### src/rtl/tournament_predictor_param.sv
// rtl/tournament_predictor_param.sv - tournament branch predictor: local, global and chooser counter tables
module tournament_predictor_param #(
    parameter int LOCAL_IDX_BITS   = 4,
    parameter int GHR_BITS         = 6,
    parameter int CHOOSER_IDX_BITS = 4,
    parameter int CTR_BITS         = 2,
    parameter int USE_GSHARE       = 0,
    parameter int PC_SHIFT         = 0
) (
    input  logic        clk,
    input  logic        reset,
    input  logic        pred_req,
    input  logic [31:0] pred_pc,
    input  logic [31:0] pred_offset,
    input  logic        upd_valid,
    input  logic [31:0] upd_pc,
    input  logic        upd_taken,
    output logic        prediction,
    output logic [31:0] pred_target,
    output logic        ready
);
    localparam int LG_MAX   = (LOCAL_IDX_BITS > GHR_BITS) ? LOCAL_IDX_BITS : GHR_BITS;
    localparam int PTR_BITS = (LG_MAX > CHOOSER_IDX_BITS) ? LG_MAX : CHOOSER_IDX_BITS;
    localparam int MSB      = CTR_BITS - 1;
    localparam logic [31:0] LOCAL_DEPTH   = 32'd1 << LOCAL_IDX_BITS;
    localparam logic [31:0] GLOBAL_DEPTH  = 32'd1 << GHR_BITS;
    localparam logic [31:0] CHOOSER_DEPTH = 32'd1 << CHOOSER_IDX_BITS;
    localparam logic [PTR_BITS-1:0] PTR_LAST   = '1;
    localparam logic [CTR_BITS-1:0] CTR_MAX    = '1;
    localparam logic [CTR_BITS-1:0] CTR_WEAK_T = CTR_BITS'(1) << MSB;
    localparam logic [CTR_BITS-1:0] CTR_WEAK_N = CTR_WEAK_T - CTR_BITS'(1);

    typedef enum logic {ST_INIT, ST_RUN} state_t;
    state_t state, state_next;

    logic [CTR_BITS-1:0] local_tbl   [LOCAL_DEPTH];
    logic [CTR_BITS-1:0] global_tbl  [GLOBAL_DEPTH];
    logic [CTR_BITS-1:0] chooser_tbl [CHOOSER_DEPTH];

    logic [PTR_BITS-1:0] ptr;
    logic [31:0]         ptr_ext;
    logic [GHR_BITS-1:0] ghr;
    logic                snap_valid, snap_loc_msb, snap_glb_msb;
    logic [GHR_BITS-1:0] snap_gidx;

    logic [LOCAL_IDX_BITS-1:0]   p_lidx, u_lidx;
    logic [CHOOSER_IDX_BITS-1:0] p_cidx, u_cidx;
    logic [GHR_BITS-1:0]         p_pcg, u_pcg, p_gidx, u_gidx_raw, u_gidx;
    logic                        l_msb, g_msb, c_msb, cho_train;
    logic [CTR_BITS-1:0]         loc_next, glb_next, cho_next;
    logic                        unused_pc_bits;

    function automatic logic [CTR_BITS-1:0] sat_step(input logic [CTR_BITS-1:0] c, input logic up);
        if (up)
            return (c == CTR_MAX) ? c : c + CTR_BITS'(1);
        return (c == '0) ? c : c - CTR_BITS'(1);
    endfunction

    assign ptr_ext        = 32'(ptr);
    assign unused_pc_bits = ^upd_pc;

    assign p_lidx = pred_pc[PC_SHIFT +: LOCAL_IDX_BITS];
    assign u_lidx = upd_pc[PC_SHIFT +: LOCAL_IDX_BITS];
    assign p_cidx = pred_pc[PC_SHIFT +: CHOOSER_IDX_BITS];
    assign u_cidx = upd_pc[PC_SHIFT +: CHOOSER_IDX_BITS];
    assign p_pcg  = pred_pc[PC_SHIFT +: GHR_BITS];
    assign u_pcg  = upd_pc[PC_SHIFT +: GHR_BITS];

    assign p_gidx     = (USE_GSHARE != 0) ? (ghr ^ p_pcg) : ghr;
    assign u_gidx_raw = (USE_GSHARE != 0) ? (ghr ^ u_pcg) : ghr;
    // A resolve with a live snapshot trains the entry that actually made the prediction.
    assign u_gidx     = snap_valid ? snap_gidx : u_gidx_raw;

    assign l_msb = local_tbl[p_lidx][MSB];
    assign g_msb = global_tbl[p_gidx][MSB];
    assign c_msb = chooser_tbl[p_cidx][MSB];

    assign prediction  = (state == ST_RUN) && pred_req && (c_msb ? g_msb : l_msb);
    assign pred_target = pred_pc + pred_offset;
    assign ready       = (state == ST_RUN);

    assign loc_next  = sat_step(local_tbl[u_lidx], upd_taken);
    assign glb_next  = sat_step(global_tbl[u_gidx], upd_taken);
    assign cho_next  = sat_step(chooser_tbl[u_cidx], snap_glb_msb == upd_taken);
    assign cho_train = snap_valid && (snap_loc_msb != snap_glb_msb);

    always_ff @(posedge clk) begin
        if (reset)
            state <= ST_INIT;
        else
            state <= state_next;
    end

    always_comb begin
        state_next = state;
        case (state)
            ST_INIT: if (ptr == PTR_LAST) state_next = ST_RUN;
            ST_RUN:  state_next = ST_RUN;
            default: state_next = ST_INIT;
        endcase
    end

    always_ff @(posedge clk) begin
        if (reset) begin
            ptr        <= '0;
            ghr        <= '0;
            snap_valid <= 1'b0;
        end else if (state == ST_INIT) begin
            // Sweep shared by all tables; smaller tables stop once ptr passes their depth.
            ptr <= ptr + PTR_BITS'(1);
            if (ptr_ext < LOCAL_DEPTH)   local_tbl[ptr[LOCAL_IDX_BITS-1:0]]     <= CTR_WEAK_T;
            if (ptr_ext < GLOBAL_DEPTH)  global_tbl[ptr[GHR_BITS-1:0]]          <= CTR_WEAK_T;
            if (ptr_ext < CHOOSER_DEPTH) chooser_tbl[ptr[CHOOSER_IDX_BITS-1:0]] <= CTR_WEAK_N;
        end else begin
            if (upd_valid) begin
                local_tbl[u_lidx]  <= loc_next;
                global_tbl[u_gidx] <= glb_next;
                if (cho_train) chooser_tbl[u_cidx] <= cho_next;
                ghr        <= {ghr[GHR_BITS-2:0], upd_taken};
                snap_valid <= 1'b0;
            end
            if (pred_req) begin
                snap_valid   <= 1'b1;
                snap_gidx    <= p_gidx;
                snap_loc_msb <= l_msb;
                snap_glb_msb <= g_msb;
            end
        end
    end
endmodule

### config.mk
export PLATFORM = sky130hd
export DESIGN_NAME = tournament_predictor_param
export DESIGN_NICKNAME = d
export VERILOG_FILES = /design/src/rtl/tournament_predictor_param.sv
export SDC_FILE = /design/constraint.sdc
export NUM_CORES = 1
export LEC_CHECK = 0
export CAP_MARGIN = 20
export CORE_UTILIZATION = 45
export DETAILED_ROUTE_END_ITERATION = 16
export GPL_TIMING_DRIVEN = 1
export PLACE_DENSITY = 0.77
export SYNTH_ARGS = -nofsm -noshare
export SYNTH_HDL_FRONTEND = slang
export SYNTH_SLANG_ARGS = --single-unit
### constraint.sdc
create_clock -name clk -period 5.9 [get_ports clk]
set_clock_uncertainty 0.15 [all_clocks]
set_input_delay 1.475 -clock clk [delete_from_list [all_inputs] [get_ports clk]]
set_output_delay 1.475 -clock clk [all_outputs]
set_load 0.01 [all_outputs]
==> metrics.txt, run 1 <==
outcome finished clean; Synth top cells by count 200 x edfxtp_1, 134 x nor2_1, 66 x mux4_2; Cell Area, Synth 0.0116 sq mm; Max Slew Vio Count 0; FF+latch area 0.00641 sq mm; Adder-Cell Fraction of Synth Area 0.0371; clock tree buffer depth 3; Comb power frac 0.138; end point of the critical path pred_target[19]; Clk pwr share 0.381; Seq pwr share 0.481; CP max-delay cell clkdlybuf4s50_1; R2R Path Start snap_valid; Final ANT Viol Nets 0; vias in the first global route 8,001; Synth Instances 842; CP Max Fanout 4; library cells used by synthesis 62; Worst VDD drop 0.242 mV; Core Area 0.0253 sq mm; max-cap violation count 0; R2R depth 9; min-delay worst type register to register; gr usage total 0.205; Tmin final 5.77 ns; crit end category primary output; total power 3.52 mW; final hold violation count 0; first-pass GRT wire length 42.2 mm; multiplexer area fraction after synthesis 0.196; I/O pin count 135; FF-to-FF setup slack 1.49 ns; pin count of the biggest net entering global routing 65; Cell Int Power 2.70 mW; WP data arrival 4.14 ns; DRC 0; area grow syn2layout 23.1%; Nets 1,148; sequential area share after synthesis 0.553; worst skew pair latency 0.51 ns; Pleak 5.29 nW; largest family of logic cells by synthesized area multiplexers; CTS HTree Levels 1; DIE AREA 0.0264 sq mm; Chip Width 162 microns; post-synth top area cell edfxtp_1; Synth warnings 0; Req. time, crit path 4.28 ns; simple-gate area share of the yosys netlist 0.0936; Die Y 162 microns; Max stage delay on crit path 0.55 ns; row cnt 58; wire length per cell after detailed routing 19.8 microns; initial DRC count 691; Main synth FF type edfxtp_1; P per Cell Area 247 mW/mm^2; sw frac 0.232; crit path kind input port to primary output; initial core utilization 0.459; Area contributors post-synth edfxtp_1 52%, mux4_2 13%, nor2_1 4.3%, mux4_1 3.9%, dfxtp_1 3.5%; CTS buffer count 23; Critical R2R Capture global_tbl[31][0]; critical path, cell by cell clkdlybuf4s50_1 -> ha_1 -> a21oi_1 -> o21ai_0 -> a221oi_4 -> buf_4 -> o31ai_2 -> a31oi_1 -> xnor2_1 -> clkdlybuf4s50_1; smallest hold slack 0.304 ns; most numerous cell in the Yosys netlist edfxtp_1; compound-gate portion of the synthesized area 0.0755; NetSw 0.816 mW; Startpoint Class input port; share of layout cells above drive strength 1 0.207; CP dominant cell by count clkdlybuf4s50_1; First-pass DRT Iterations 6; syn nets 976; grt ovf 0; clk slew on worst S/H paths 0.06 ns; ys async rst share 0; clock root cell clkbuf_16; Post-Route WL 26.9 mm; crit path launch pred_pc[12]; Post-synth EDFFs 200; clk sinks 220; half-perimeter wire length after placement 18.6 mm; Multi-input gate area 0.00510 sq mm; syn_area_per_cell 13.8 sq um; CTS tree done; Port-buffer cells 106; Post-Synth XOR/XNOR Area 0.0234; DR vias/cell 5.86; Fillers 1,996; Final GP Congestion 0.840; vias post-DR 7,973; actual slew at the worst max-slew pin 1.17 ns; share of the synthesized area in the top cell type 0.518; initial antenna violation count 0; Max-slew headroom 0.221; final critical-path share of the clock period 0.978; ANT cells 0; fmax 0.173 GHz; final setup fails 0; register bit total from synthesis 220
area by class of cell:
cell class / count / share of cell area
clock inverter: 14 / 0.00719
tap: 330 / 0.0289
clock buffer: 27 / 0.0414
multi-input combinational: 570 / 0.357
sequential: 220 / 0.449
inverter: 20 / 0.00526
timing repair buffer: 179 / 0.111
worst min path at each step:
| stage | depth (start not counted) | endpoint | slack [ns] | startpoint |
|---|---|---|---|---|
| after floorplan | 0 | snap_gidx[5] | 0.28 | ghr[5] |
| after global placement | 0 | snap_gidx[5] | 0.28 | ghr[5] |
| after detailed placement | 0 | snap_gidx[5] | 0.29 | ghr[5] |
| after CTS | 0 | snap_gidx[5] | 0.30 | ghr[5] |
| after global routing | 0 | snap_gidx[5] | 0.32 | ghr[5] |
| final | 0 | snap_gidx[5] | 0.30 | ghr[5] |
metal layers:
metal / global-route usage / share of wire
met5: 0 / 0
met4: 0.0622 / 0.029
met3: 0.0369 / 0.083
met2: 0.350 / 0.48
met1: 0.266 / 0.41
cells in the final DEF, fill, tap and decap left out, drive strengths merged, types with 7 or more instances in the layout:
| cell type | synthesis | layout |
|---|---|---|
| edfxtp | 200 | 200 |
| nor2 | 134 | 134 |
| clkdlybuf4s50 | 0 | 88 |
| mux4 | 83 | 83 |
| buf | 13 | 78 |
| nand2 | 57 | 57 |
| a21oi | 39 | 39 |
| ha | 32 | 32 |
| mux2i | 30 | 30 |
| clkbuf | 19 | 29 |
| o21ai | 25 | 25 |
| inv | 19 | 22 |
| xnor2 | 21 | 21 |
| dfxtp | 20 | 20 |
| nand3 | 18 | 18 |
| a31oi | 14 | 14 |
| clkinv | 1 | 11 |
| a21o | 10 | 10 |
| xor2 | 10 | 10 |
| nor3 | 9 | 9 |
| nor2b | 7 | 7 |
| dlygate4sd2 | 0 | 7 |
critical path: cells and delay by family:
kind                       cells  cell delay (ns)
xor gates and xnor gates       1             0.14
buffers and inverters          3             1.12
adders and majority gates      1             0.34
AOI/OAI and AO/OA              5             1.06
metrics by stage:
| step | worst slack (ns) | setup TNS [ns] | instance area [sq um] | std cells | util |
|---|---|---|---|---|---|
| after global placement | -0.580 | -5.08 | 13400 | 1313 | 0.532 |
| after global routing | -0.0823 | -0.281 | 14300 | 1360 | 0.565 |
| after CTS | 0.00903 | 0 | 14200 | 1358 | 0.561 |
| final | 0.131 | 0 | 14300 | 1360 | 0.565 |
| after detailed placement | -0.542 | -5.13 | 13400 | 1313 | 0.532 |
| after floorplan | 0.519 | 0 | 11600 | 842 | - |
cell families after synthesis:
family                     after synthesis
AOI/OAI and AO/OA                      136
adders and majority gates               34
muxes                                  115
DFF                                    220
xor gates and xnor gates                31
buffers and inverters                   52
and+or+nand+nor                        254
power by group through the flow:
stage	clock [mW]	sequential, mW	combinational [mW]
CTS	1.36	1.69	0.471
global placement	0	1.72	0.469
detailed placement	0	1.72	0.475
floorplan	0	1.72	0.240
global route	1.42	1.69	0.530
finish	1.34	1.69	0.486
sequential cells by signal, summed over array words and instances, names as in the netlist, named ones only:
register	flops
global_tbl	128
snap_gidx	6
chooser_tbl	32
ready	1
ptr	6
snap_loc_msb	1
snap_glb_msb	1
ghr	6
snap_valid	1
local_tbl	32
repair_timing:
| item | in CTS | in global routing |
|---|---|---|
| buffers inserted | 4 | 2 |
| hold buffers | 0 | 0 |
| endpoints found under the setup margin | 18 | 18 |
| pin swaps | 8 | 13 |
| resized for setup | 39 | 26 |
No activity file was read; power rests on OpenSTA's default activity.
==> run 2, diff against run 1 <==
CORE_MARGIN = 2   (was unset)
TNS_END_PERCENT = 30   (was unset)
==> metrics.txt, run 2 (synthesis results as in run 1) <==
DRC 0; CTS HTree Levels 1; fmax 0.173 GHz; max-cap violation count 0; clock root cell clkbuf_16; CTS tree done; Startpoint Class input port; P per Cell Area 248 mW/mm^2; Worst VDD drop 0.251 mV; Top reg by flops global_tbl; clk sinks 220; most common cell after layout, fill and taps aside edfxtp_1; grt ovf 0; Req. time, crit path 4.28 ns; slack of the critical path 0.132 ns; share of layout cells above drive strength 1 0.196; Core Area 0.0253 sq mm; I/O pin count 135; CTS buffer count 23; half-perimeter wire length after placement 18.6 mm; Max-slew headroom 0.292; biggest regs global_tbl (128), chooser_tbl (32), local_tbl (32); Final GP Congestion 0.862; initial DRC count 823; First-pass DRT Iterations 6; wire length per cell after detailed routing 19.9 microns; first-pass GRT wire length 41.9 mm; min-delay worst type register to register; initial core utilization 0.459; actual slew at the worst max-slew pin 1.06 ns; Tmin final 5.77 ns; Largest register FFs 128; smallest hold slack 0.319 ns; Chip Width 164 microns; Max Slew Vio Count 0; clk slew on worst S/H paths 0.06 ns; worst skew pair latency 0.51 ns; Die Y 164 microns; cts hold-fix bufs 0; commonest cells after routing, fill and taps aside 200 x edfxtp_1, 134 x nor2_1, 89 x clkdlybuf4s50_1, 69 x buf_4, 66 x mux4_2; pre-CTS WS -0.599 ns; CP Max Fanout 4; initial antenna violation count 2; vias in the first global route 8,087; gr usage total 0.198; crit path kind input port to primary output; Pleak 5.28 nW; final setup fails 0; DR vias/cell 5.83; WP data arrival 4.14 ns; ANT cells 0; Final ANT Viol Nets 0; pin count of the biggest net entering global routing 65; Fillers 2,035; Post-Route WL 27.0 mm; final critical-path share of the clock period 0.978; outcome finished clean; area grow syn2layout 22.9%; row cnt 58; DIE AREA 0.0271 sq mm; crit end category primary output; Nets 1,145; Port-buffer cells 106; vias post-DR 7,915; final hold violation count 0; clock tree buffer depth 3
[run 2: worst paths after layout]
| kind | slack (ns) | endpoint | from | cells past startpoint |
|---|---|---|---|---|
| setup / recovery | 0.13 | pred_target[31] | pred_offset[15] | 12 |
| hold / removal | 0.32 | snap_gidx[5] | ghr[5] | 0 |
| setup reg to reg | 1.64 | global_tbl[34][0] | snap_valid | 9 |
| hold reg to reg | 0.32 | snap_gidx[5] | ghr[5] | 0 |
[run 2: through the flow]
| stage | area (sq um) | utilization | power (mW) | std cells | TNS (ns) |
|---|---|---|---|---|---|
| 2_1_floorplan | 11600 | - | 1.96 | 842 | 0 |
| 3_3_place_gp | 13400 | 0.531 | 2.19 | 1310 | -4.84 |
| 3_5_place_dp | 13400 | 0.531 | 2.20 | 1310 | -5.37 |
| 4_1_cts | 14200 | 0.562 | 3.55 | 1357 | -0.0272 |
| 5_1_grt | 14200 | 0.564 | 3.65 | 1358 | -0.0320 |
| 6_report | 14200 | 0.564 | 3.53 | 1358 | 0 |
[run 2: area by class of cell]
type | count | area (sq um) | share of cell area
Clock buffer | 28 | 647 | 0.0454
Tap cell | 330 | 413 | 0.0290
Sequential cell | 220 | 6410 | 0.450
Clock inverter | 14 | 71.3 | 0.00501
Multi-Input combinational cell | 570 | 5060 | 0.355
Timing Repair Buffer | 176 | 1570 | 0.110
Inverter | 20 | 75.1 | 0.00527
[run 2: what timing repair did]
item	CTS	global route
gates cloned	0	0
setup buffers	5	1
endpoints found under the setup margin	17	15
resized for setup	39	14
pin swaps	7	9
[run 2: worst max-delay path, stage by stage]
cell             delay, ns
clkdlybuf4s50_1       0.41
ha_1                  0.29
buf_4                 0.13
nand4_1               0.15
or3_4                 0.43
o22ai_2               0.16
a21oi_2               0.09
buf_4                 0.14
a311oi_1              0.30
o22ai_1               0.14
xnor2_1               0.14
dlygate4sd2_1         0.28
[run 2: where the power goes]
group	internal (mW)	switching, mW	total, mW	leakage [nW]
clock network	0.780	0.578	1.36	0.361
logic	0.252	0.228	0.480	2.73
registers	1.68	0.00680	1.69	2.18
[run 2: metal layers]
metal / global-route usage / vias up / part of all wire
li1: - / 3659 / -
met1: 0.260 / 3853 / 0.41
met2: 0.342 / 358 / 0.49
met3: 0.0404 / 43 / 0.085
met4: 0.0466 / 2 / 0.021
met5: 0 / - / 0.00048
==> run 3, diff against run 2 <==
CTS_BUF_LIST = sky130_fd_sc_hd__clkbuf_8   (was unset)
==> metrics.txt, run 3 (synthesis results as in run 1) <==
Die Y 164 microns; crit end category primary output; Top reg by flops global_tbl; P per Cell Area 240 mW/mm^2; Final ANT Viol Nets 0; CTS buffer count 36; fmax 0.173 GHz; I/O pin count 135; vias in the first global route 8,176; DR vias/cell 5.78; DRC 0; Req. time, crit path 4.28 ns; share of layout cells above drive strength 1 0.200; worst skew pair latency 0.53 ns; clk slew on worst S/H paths 0.06 ns; Max stage delay on crit path 0.42 ns; Fillers 2,056; area grow syn2layout 22.3%; CTS tree done; pin count of the biggest net entering global routing 65; final hold violation count 0; min-delay worst type register to register; gr usage total 0.199; cts hold-fix bufs 0; actual slew at the worst max-slew pin 1.06 ns; CP max-delay cell clkdlybuf4s50_1; crit path kind input port to primary output; grt ovf 0; max-cap violation count 0; final setup fails 0; final core utilization 0.561; final critical-path share of the clock period 0.977; ANT cells 0; smallest hold slack 0.311 ns; Max-slew headroom 0.279; most common cell after layout, fill and taps aside edfxtp_1; CTS HTree Levels 2; Post-Route WL 26.8 mm; WP data arrival 4.14 ns; CP Max Fanout 4; Final GP Congestion 0.862; half-perimeter wire length after placement 18.6 mm; Worst VDD drop 0.218 mV; commonest cells after routing, fill and taps aside 200 x edfxtp_1, 134 x nor2_1, 89 x clkdlybuf4s50_1, 69 x buf_4, 66 x mux4_2; total power 3.40 mW; Max Slew Vio Count 0; Largest register FFs 128; Pleak 5.29 nW; Port-buffer cells 106; vias post-DR 7,970; biggest regs global_tbl (128), chooser_tbl (32), local_tbl (32); clk sinks 220; initial core utilization 0.459; Startpoint Class input port; clock root cell clkbuf_8; Core Area 0.0253 sq mm; First-pass DRT Iterations 5; initial DRC count 846; clock tree buffer depth 3; critical path, cell by cell clkdlybuf4s50_1 -> ha_1 -> buf_4 -> a21oi_2 -> o22ai_2 -> o31ai_2 -> buf_4 -> o22ai_2 -> a21oi_2 -> a31oi_1 -> or4_1 -> o311ai_1 -> buf_2; first-pass GRT wire length 41.8 mm; row cnt 58; DIE AREA 0.0271 sq mm; outcome finished clean; Tmin final 5.76 ns; Nets 1,158; wire length per cell after detailed routing 19.4 microns; initial antenna violation count 2; Chip Width 164 microns
run 3: changes by cell type in the layout (fill, tap and decap cells not counted):
cell,before,now
clkbuf_1,2,0
inv_8,0,1
clkbuf_16,25,0
clkinv_2,7,3
inv_1,19,30
clkinv_1,6,10
clkinvlp_4,0,1
clkbuf_8,1,37
bufinv_16,0,1
clkinv_4,1,0
run 3: routing by layer:
layer,vias to the layer above,share of wire,GRT usage
met5,-,0.00048,0
met4,2,0.024,0.0640
met3,53,0.092,0.0450
met2,363,0.48,0.332
met1,3871,0.41,0.259
li1,3681,-,-
run 3: cell type report:
cell class | instances | area [sq um] | share of cell area
clock buffers | 37 | 509 | 0.0359
clock inverters | 27 | 148 | 0.0104
inverters | 20 | 75.1 | 0.00530
multi-input cells | 570 | 5060 | 0.357
flip-flops and latches | 220 | 6410 | 0.452
well taps | 330 | 413 | 0.0291
repair buffers | 176 | 1570 | 0.111
run 3: report_power, final:
| group | internal (mW) | leakage (nW) | switching, mW | total [mW] |
|---|---|---|---|---|
| Combinational | 0.252 | 2.73 | 0.227 | 0.479 |
| Clock | 0.632 | 0.375 | 0.596 | 1.23 |
| Sequential | 1.68 | 2.18 | 0.00679 | 1.69 |
| Total | 2.57 | 5.29 | 0.830 | 3.40 |
run 3: what timing repair did:
action | 4_1_cts | 5_1_grt
setup buffers | 5 | 1
endpoints found under the setup margin | 17 | 15
gates resized for setup | 39 | 14
pin swaps | 7 | 9
run 3: final timing paths:
path / depth (start not counted) / slack [ns] / to / from
max reg2reg: 9 / 1.59 / global_tbl[54][0] / snap_valid
max: 13 / 0.14 / pred_target[29] / pred_offset[3]
min reg2reg: 0 / 0.31 / snap_gidx[5] / ghr[5]
min: 0 / 0.31 / snap_gidx[5] / ghr[5]
run 3: worst max-delay path: cells and delay by family:
family / cells / cell delay (ns)
AO/OA/AOI/OAI: 7 / 0.98
adder cells (fa/ha/maj): 1 / 0.31
buffers and inverters: 4 / 0.94
AND/OR/NAND/NOR: 1 / 0.42
run 3: through the flow:
| step | setup WS, ns | area (sq um) | TNS [ns] | instances |
|---|---|---|---|---|
| final | 0.135 | 14200 | 0 | 1380 |
| after global routing | -0.0320 | 14200 | -0.0320 | 1380 |
| after CTS | -0.0272 | 14100 | -0.0272 | 1379 |
| after detailed placement | -0.599 | 13400 | -5.37 | 1310 |
| after global placement | -0.573 | 13400 | -4.84 | 1310 |
| after floorplan | 0.519 | 11600 | 0 | 842 |
